--- src/rtl/pcm_dcblock_fifo.sv ---
// DC-blocking output stage for the FIR decimator: a leaky-integrator high-pass
// feeds a show-ahead FIFO with a valid/ready read port and drop accounting.
module pcm_dcblock_fifo #(
    parameter int unsigned DATA_W   = 16,
    parameter int unsigned DEPTH    = 16,
    parameter int unsigned DC_SHIFT = 10,
    parameter int unsigned DROP_W   = 8
) (
    input  logic                     Clock,
    input  logic                     Reset,
    input  logic                     PushIn,
    input  logic [DATA_W-1:0]        DinIn,
    input  logic                     Bypass,
    input  logic                     OutReady,
    output logic                     OutValid,
    output logic [DATA_W-1:0]        OutData,
    output logic [$clog2(DEPTH):0]   Level,
    output logic                     Overflow,
    output logic [DROP_W-1:0]        DropCount,
    input  logic                     ClearOvf
);

    localparam int unsigned ACC_W = DATA_W + DC_SHIFT + 1;
    localparam int unsigned D_W   = DATA_W + 1;
    localparam int unsigned PTR_W = $clog2(DEPTH);
    localparam int unsigned LVL_W = PTR_W + 1;

    typedef enum logic {
        PRIME = 1'b0,
        RUN   = 1'b1
    } state_t;

    state_t                   state;
    logic signed [ACC_W-1:0]  acc;
    logic                     s1_valid;
    logic signed [D_W-1:0]    s1_y;

    logic signed [D_W-1:0]    x_ext;
    logic signed [D_W-1:0]    dc;
    logic signed [D_W-1:0]    d;
    logic signed [ACC_W-1:0]  acc_prime;
    logic signed [ACC_W-1:0]  acc_add;

    // dc = acc >>> DC_SHIFT, truncated to the difference width (upper bits of acc)
    assign x_ext     = {DinIn[DATA_W-1], DinIn};
    assign dc        = acc[DC_SHIFT +: D_W];
    assign d         = x_ext - dc;
    assign acc_prime = {DinIn[DATA_W-1], DinIn, {DC_SHIFT{1'b0}}};
    assign acc_add   = acc + {{(ACC_W-D_W){d[D_W-1]}}, d};

    // Stage 1: integrator update and pre-saturation result select
    always_ff @(posedge Clock or posedge Reset) begin
        if (Reset) begin
            state    <= PRIME;
            acc      <= '0;
            s1_valid <= 1'b0;
            s1_y     <= '0;
        end else begin
            s1_valid <= PushIn;
            if (PushIn) begin
                case (state)
                    PRIME: begin
                        acc   <= acc_prime;
                        s1_y  <= Bypass ? x_ext : '0;
                        state <= RUN;
                    end
                    RUN: begin
                        if (Bypass) begin
                            s1_y <= x_ext;
                        end else begin
                            acc  <= acc_add;
                            s1_y <= d;
                        end
                    end
                    default: state <= PRIME;
                endcase
            end
        end
    end

    // Stage 2: saturate to the sample range
    logic [DATA_W-1:0] y_sat;
    always_comb begin
        y_sat = s1_y[DATA_W-1:0];
        if (s1_y[D_W-1] != s1_y[D_W-2]) begin
            y_sat = s1_y[D_W-1] ? {1'b1, {(DATA_W-1){1'b0}}}
                                : {1'b0, {(DATA_W-1){1'b1}}};
        end
    end

    logic [DATA_W-1:0] mem [DEPTH];
    logic [PTR_W-1:0]  wr_ptr;
    logic [PTR_W-1:0]  rd_ptr;

    logic              pop;
    logic              full;
    logic              wr;
    logic              drop;
    logic [LVL_W-1:0]  level_n;
    logic [PTR_W-1:0]  rd_n;
    logic [DATA_W-1:0] head_n;
    logic [DROP_W-1:0] drop_inc;

    assign pop      = OutValid & OutReady;
    assign full     = (Level == LVL_W'(DEPTH));
    assign wr       = s1_valid & (~full | pop);
    assign drop     = s1_valid & full & ~pop;
    assign level_n  = Level + LVL_W'(wr) - LVL_W'(pop);
    assign rd_n     = rd_ptr + PTR_W'(pop);
    assign drop_inc = (DropCount == {DROP_W{1'b1}}) ? DropCount : DropCount + DROP_W'(1);

    // Next head: the incoming sample when it lands in an otherwise empty FIFO
    always_comb begin
        head_n = mem[rd_n];
        if (wr && (rd_n == wr_ptr)) begin
            head_n = y_sat;
        end
    end

    always_ff @(posedge Clock) begin
        if (wr) begin
            mem[wr_ptr] <= y_sat;
        end
    end

    always_ff @(posedge Clock or posedge Reset) begin
        if (Reset) begin
            wr_ptr    <= '0;
            rd_ptr    <= '0;
            Level     <= '0;
            OutValid  <= 1'b0;
            OutData   <= '0;
            Overflow  <= 1'b0;
            DropCount <= '0;
        end else begin
            if (wr) begin
                wr_ptr <= wr_ptr + PTR_W'(1);
            end
            rd_ptr   <= rd_n;
            Level    <= level_n;
            OutValid <= (level_n != '0);
            if (level_n != '0) begin
                OutData <= head_n;
            end
            // A drop in the same cycle as a clear restarts the count at one
            if (drop) begin
                Overflow  <= 1'b1;
                DropCount <= ClearOvf ? DROP_W'(1) : drop_inc;
            end else if (ClearOvf) begin
                Overflow  <= 1'b0;
                DropCount <= '0;
            end
        end
    end

endmodule

--- config.mk ---
export PLATFORM = sky130hd
export DESIGN_NAME = pcm_dcblock_fifo
export DESIGN_NICKNAME = d
export VERILOG_FILES = /design/src/rtl/pcm_dcblock_fifo.sv
export SDC_FILE = /design/constraint.sdc
export NUM_CORES = 1
export LEC_CHECK = 0
export ABC_CLOCK_PERIOD_IN_PS = 5700
export CAP_MARGIN = 5
export CORE_ASPECT_RATIO = 0.7
export CORE_UTILIZATION = 40
export CTS_CLUSTER_SIZE = 20
export DETAILED_ROUTE_END_ITERATION = 10
export PLACE_DENSITY = 0.65
export RECOVER_POWER = 25
export SKIP_CTS_REPAIR_TIMING = 1
export SKIP_LAST_GASP = 1
export SLEW_MARGIN = 20
export SYNTH_ARGS = -nofsm -noshare
export SYNTH_HDL_FRONTEND = slang
export SYNTH_SLANG_ARGS = --single-unit
--- constraint.sdc ---
create_clock -name Clock -period 5.7 [get_ports Clock]
set_clock_uncertainty 0.15 [all_clocks]
set_input_delay 0.57 -clock Clock [delete_from_list [all_inputs] [get_ports Clock]]
set_output_delay 0.57 -clock Clock [all_outputs]
set_load 0.05 [all_outputs]
==> Word-level counts from Yosys, hierarchy flattened <==
Memory sizes are Yosys's and may differ from the RTL's. A register that Yosys moved wholly into a read port is not among the register bits.
Index checks and enable logic that the tools add are counted.
{ "totals": {"reg_bits": 69, "ramBits": 256, "out_inout_bits": 31, "word_cells": 50, "memories": 1} }
{ "op_classes": {"add_sub_neg": 7, "eq_ne": 5, "mux": 15, "n_bitwise": 8, "n_reduce_logical": 4} }
{ "memory_table": {"columns": ["memory", "words", "word_bits", "read_ports", "rd_ports_with_merged_regs", "wr", "line_no", "rtl"], "rows": [
  ["mem", 16, 16, 1, 1, 1, "91", "logic [DATA_W-1:0] mem [DEPTH];"]
]} }
{ "op_table": {"columns": ["operator", "n"], "rows": [
  ["one-hot mux 27 bit (2 select lines)", 1],
  ["2-to-1 mux 17 bit", 2],
  ["one-hot mux 17 bit (2 select lines)", 1],
  ["2-to-1 mux 16 bit", 2],
  ["2-to-1 mux 8 bit", 4],
  ["adder 27 bit", 1],
  ["2-to-1 mux 27 bit", 1],
  ["subtractor 16 x 17 -> 17 bit", 1],
  ["adder 8 x 1 -> 8 bit (second input constant)", 1],
  ["equality test 8 bit (second input constant)", 1],
  ["adder 5 x 1 -> 5 bit", 1],
  ["equality test 5 bit (second input constant)", 1],
  ["nonzero test 5 bit", 1],
  ["subtractor 5 x 1 -> 5 bit", 1],
  ["adder 4 x 1 -> 4 bit", 1],
  ["adder 4 x 1 -> 4 bit (second input constant)", 1],
  ["AND 1 bit", 4],
  ["2-to-1 mux 1 bit", 4],
  ["!= test 2 bit (second input constant)", 2],
  ["AND reduction 2 bit", 2],
  ["inverter 1 bit", 3],
  ["nonzero test 2 bit", 1],
  ["!= test 1 bit", 1],
  ["bitwise OR 1 bit", 1]
]} }

==> Depth between registers and ports, before layout <==
{ "depth": {"ltp_word": 7, "depth_mapped": 23, "ltp_nobuf": 22} }

==> Least setup slack after synthesis <==
No wires, ideal clock.
{ "synth_timing": {"kind": "input-to-reg", "from": "input DinIn[0]", "to": "register acc[25]", "setup_time_ns": 0.130, "arrival_ns": 4.644, "required_time_ns": 5.420, "path_slack_ns": 0.777, "path_stages": 20, "cell_sequence": "inv_1 > ha_1 > fa_1 > nor2b_1 > o31ai_2 > a31oi_1 > a221o_1 > a211o_1 > a21oi_1 > xnor2_1 > ha_1 > a21oi_1 > nor2b_1 > a2111oi_0 > nor2_1 > o41a_1 > a31o_1 > a31oi_1 > xor2_1 > o21ai_1"} }
{ "synth_via": {"elab_chain_len": 4} }
{ "synth_lines": {"columns": ["element", "line_no", "rtl"], "rows": [
  ["from (decl)", "12", "input logic [DATA_W-1:0] DinIn,"],
  ["subtractor 16 x 17 -> 17 bit", "47", "assign d = x_ext - dc;"],
  ["adder 27 bit", "49", "assign acc_add = acc + {{(ACC_W-D_W){d[D_W-1]}}, d};"],
  ["2-to-1 mux 27 bit", "68", "if (Bypass) begin"],
  ["one-hot mux 27 bit (2 select lines)", "61", "case (state)"],
  ["to (signal assigned)", "63", "acc <= acc_prime;"],
  ["to (decl)", "34", "logic signed [ACC_W-1:0] acc;"]
]} }
Every way passes these cells. The select of a mux whose other input is x is not followed.
A chain may end at the register's enable or synchronous reset.

==> Worst setup path in the final report <==
Ends and elaborated chain as after synthesis.

==> impl_results.md <==
* Status: finished, violations left
* Failing checks: max-capacitance violations, max-slew violations
* Post-synth EDFFs at 256
* Final net count at 1240
* Num rows at 60
* Cell family with most CP delay: compound AO/OA/AOI/OAI gates
* Vias in the first global route at 9189
* Sequential-to-total area share from yosys stat at 62.49%
* Starting Density at 40.70%
* GRT Total Usage at 18.20%
* Clock sink count at 341
* Drt drc at 0
* Initial antenna violation count at 0
* Share of layout cells above drive strength 1 at 16.19%
* WHS Endpoint: acc[7]
* Worst r2r src: acc[11]
* Fin crit share at 92.82%
* Die Y-Extent at 167.8 um
* Core Area at 0.03859 sq mm
* Final hold vios at 0
* Crit path max-delay cell type: xnor2_1
* Root Driver: clkbuf_16
* Worst R2R Path Depth at 22
* Syn Area/Cell at 14.68 sq um
* Wire length per cell at 20.62 um
* First-pass GRT wire length at 55120 um
* Worst path bufs/invs at 2
* Num CTS Buffers at 34
* Post-DRT Antenna Nets at 0
* Yosys warns at 0
* Kind of critical path: primary input to flip-flop
* Max_cap viols at 5
* DR pass1 iterations at 6
* Worst Hold Depth at 2
* Cells after Synth at 1070
* Die X at 238.8 um
* Worst-path maximum fanout at 7
* Clk_lat worst skew at 520 ps
* Worst path max stage delay at 530 ps
* Fill cells at 3360
* Rel. slew slack at -61.39%
* Synth Cell Area at 0.01571 sq mm
* Final core occ at 47.10%
* Achievable Freq at 189.0 MHz
* Pin count of the biggest net entering global routing at 63
* Clock transition at path regs at 60 ps
* Tightest Pin Transition at 2421 ps
* Req. time, crit path at 5940 ps
* Register-to-Register Setup Slack at 410 ps
* H-tree depth at 2
* Vias at 9275
* Top FF cell, synth: edfxtp_1
* R2r endpoint: acc[24]
* RSZ-0062 raised after global routing: no
* Worst hold slack at 344.4 ps
* Post-layout min period at 5291 ps
* Stages on worst setup path at 21
* Hold Startpoint: acc[7]
* Synth cell types at 61
* #FFs+latches synth at 341
* Arrival time at the worst endpoint at 5530 ps
* Number of DRC markers in iteration 0 at 891
* CTS max path bufs at 3
* Area growth syn-to-layout at 15.71%
* Critical Path End Type: flip-flop
* WL final at 35200 um
* Worst path cell trace: clkdlybuf4s50_1 > inv_1 > ha_1 > fa_1 > nor2b_1 > o31ai_1 > a31oi_1 > a221o_1 > a211o_1 > a21oi_1 > xnor2_1 > ha_1 > a21oi_1 > nor2b_1 > a2111oi_0 > nor2_1 > o41a_1 > a31o_1 > a31oi_1 > xor2_1 > o21ai_1
* Fraction of registers with async set/reset at 24.93%
* DR vias/cell at 5.434
* Final setup violation count at 0
* DIE AREA at 0.04008 sq mm
* Setup_tns at 0 ps
* CTS tree: yes
* GR Overflow Total at 0
* Dpl hpwl at 22660 um
* Diode count at 0
* Placer Congestion at 0.8940
* Syn Nets at 1155
* Worst setup SP type: primary input
* I/O Pins at 53
* Slew Limit Fails at 187
* Port bufs at 52
* Min-Delay Path Class: flip-flop to flip-flop
per-stage QoR:
stage	std cells	instance area, sq um	worst slack [ps]
5_1_grt	1707	18170	57.57
3_3_place_gp	1645	17120	77.90
4_1_cts	1707	18180	478.8
3_5_place_dp	1646	17130	-28.57
6_report	1707	18170	409.0
2_1_floorplan	1070	15710	776.6
cell families after synthesis:
family	after synthesis	share of synthesized area [%]
fa+ha+maj	63	5.162
flops	341	62.49
mux	104	13.00
xor+xnor	49	2.780
simple gates	207	5.959
compound gates	200	8.014
buf+inv	106	2.597
layer usage:
layer / track usage, % / vias to the layer above / routed length, um / share of wire, %
li1: - / 4263 / - / -
met1: 28.19 / 4736 / 17340 / 49
met2: 26.81 / 240 / 15370 / 44
met3: 3.214 / 36 / 2064 / 5.9
met4: 3.651 / 0 / 430 / 1.2
met5: 0 / - / 0 / 0
worst reg2reg max path, delay by kind of cell (launching register included):
family | cells | cell delay (ps)
flops | 1 | 490
simple gates | 3 | 560
buf+inv | 2 | 140
xor+xnor | 1 | 300
compound gates | 14 | 2830
fa+ha+maj | 2 | 630
worst max path at each step:
stage / start / to / slack (ps)
after floorplan: DinIn[0] / acc[25] / 780
final: DinIn[0] / acc[25] / 410
after detailed placement: DinIn[0] / acc[25] / -30
after global routing: acc[11] / acc[24] / 60
after CTS: DinIn[0] / acc[25] / 480
after global placement: DinIn[0] / acc[25] / 80
placed cells by master, fill, tap and decap left out, types with 4 or more instances in the layout:
cell type        instances
a211oi_1                 6
a21o_1                  14
a21oi_1                 73
a21oi_2                  5
a22oi_1                 13
a31oi_1                  4
and3_1                   6
buf_4                   33
clkbuf_1                 9
clkbuf_16               35
clkdlybuf4s50_1         18
clkinv_1                13
clkinv_2                 6
dfrtp_1                 85
dlygate4sd3_1           33
edfxtp_1               256
ha_1                    59
inv_1                   61
mux2i_1                 24
mux4_2                  80
nand2_1                 56
nand2b_1                 5
nand3_1                 17
nand4_1                  5
nor2_1                  69
nor2_2                   6
nor2_4                   5
nor2b_1                  7
nor3_1                   7
nor3_2                   4
o211ai_1                 4
o21a_1                   8
o21ai_0                 32
o21ai_1                  6
o21bai_1                 4
or3_1                    4
xnor2_1                 27
xor2_1                  20
flip-flops by register name, summed over array words and instances, names as in the netlist:
name       flops
DropCount      8
Level          5
OutData       16
OutValid       1
Overflow       1
acc           27
mem          256
rd_ptr         4
s1_valid       1
s1_y          17
state          1
wr_ptr         4
area by class of cell:
cell class / instances / area [sq um] / share of cell area (%)
Timing Repair Buffer: 93 / 824.5 / 4.537
Clock inverter: 24 / 163.9 / 0.9019
Clock buffer: 37 / 883.3 / 4.861
Sequential cell: 341 / 9814 / 54.00
Multi-Input combinational cell: 623 / 5594 / 30.78
Tap cell: 527 / 659.4 / 3.628
Inverter: 62 / 234.0 / 1.287
cells in the mapped netlist, drive strengths merged (2+ instances only):
master | n | area (sq um)
o31a | 2 | 17.52
a31o | 5 | 43.80
dfrtp | 85 | 2127
or2 | 2 | 12.51
clkbuf | 35 | 131.4
a31oi | 4 | 25.02
o21ai | 38 | 190.2
fa | 3 | 60.06
and3 | 6 | 37.54
a21oi | 78 | 390.4
o31ai | 2 | 20.02
nand4 | 5 | 31.28
nor3 | 11 | 55.05
o211ai | 4 | 30.03
xor2 | 21 | 183.9
a211o | 3 | 26.28
a211oi | 6 | 45.04
a21o | 14 | 105.1
inv | 62 | 232.7
mux2i | 24 | 240.2
nor2 | 80 | 300.3
a221oi | 2 | 23.77
and2 | 5 | 31.28
a32o | 3 | 30.03
a22oi | 13 | 97.59
ha | 60 | 750.7
mux4 | 80 | 1802
nand3 | 17 | 85.08
buf | 9 | 43.79
a2111oi | 2 | 17.52
xnor2 | 28 | 252.8
edfxtp | 256 | 7687
nand2 | 56 | 210.2
o21a | 8 | 60.06
nand2b | 5 | 31.28
nor3b | 3 | 22.52
a21boi | 2 | 15.02
nor2b | 8 | 50.05
o41a | 2 | 22.52
o21bai | 4 | 30.03
or3 | 4 | 25.02
Power is not shown: default switching activity piles up to over one toggle a cycle in this logic, so the estimate is an artifact.
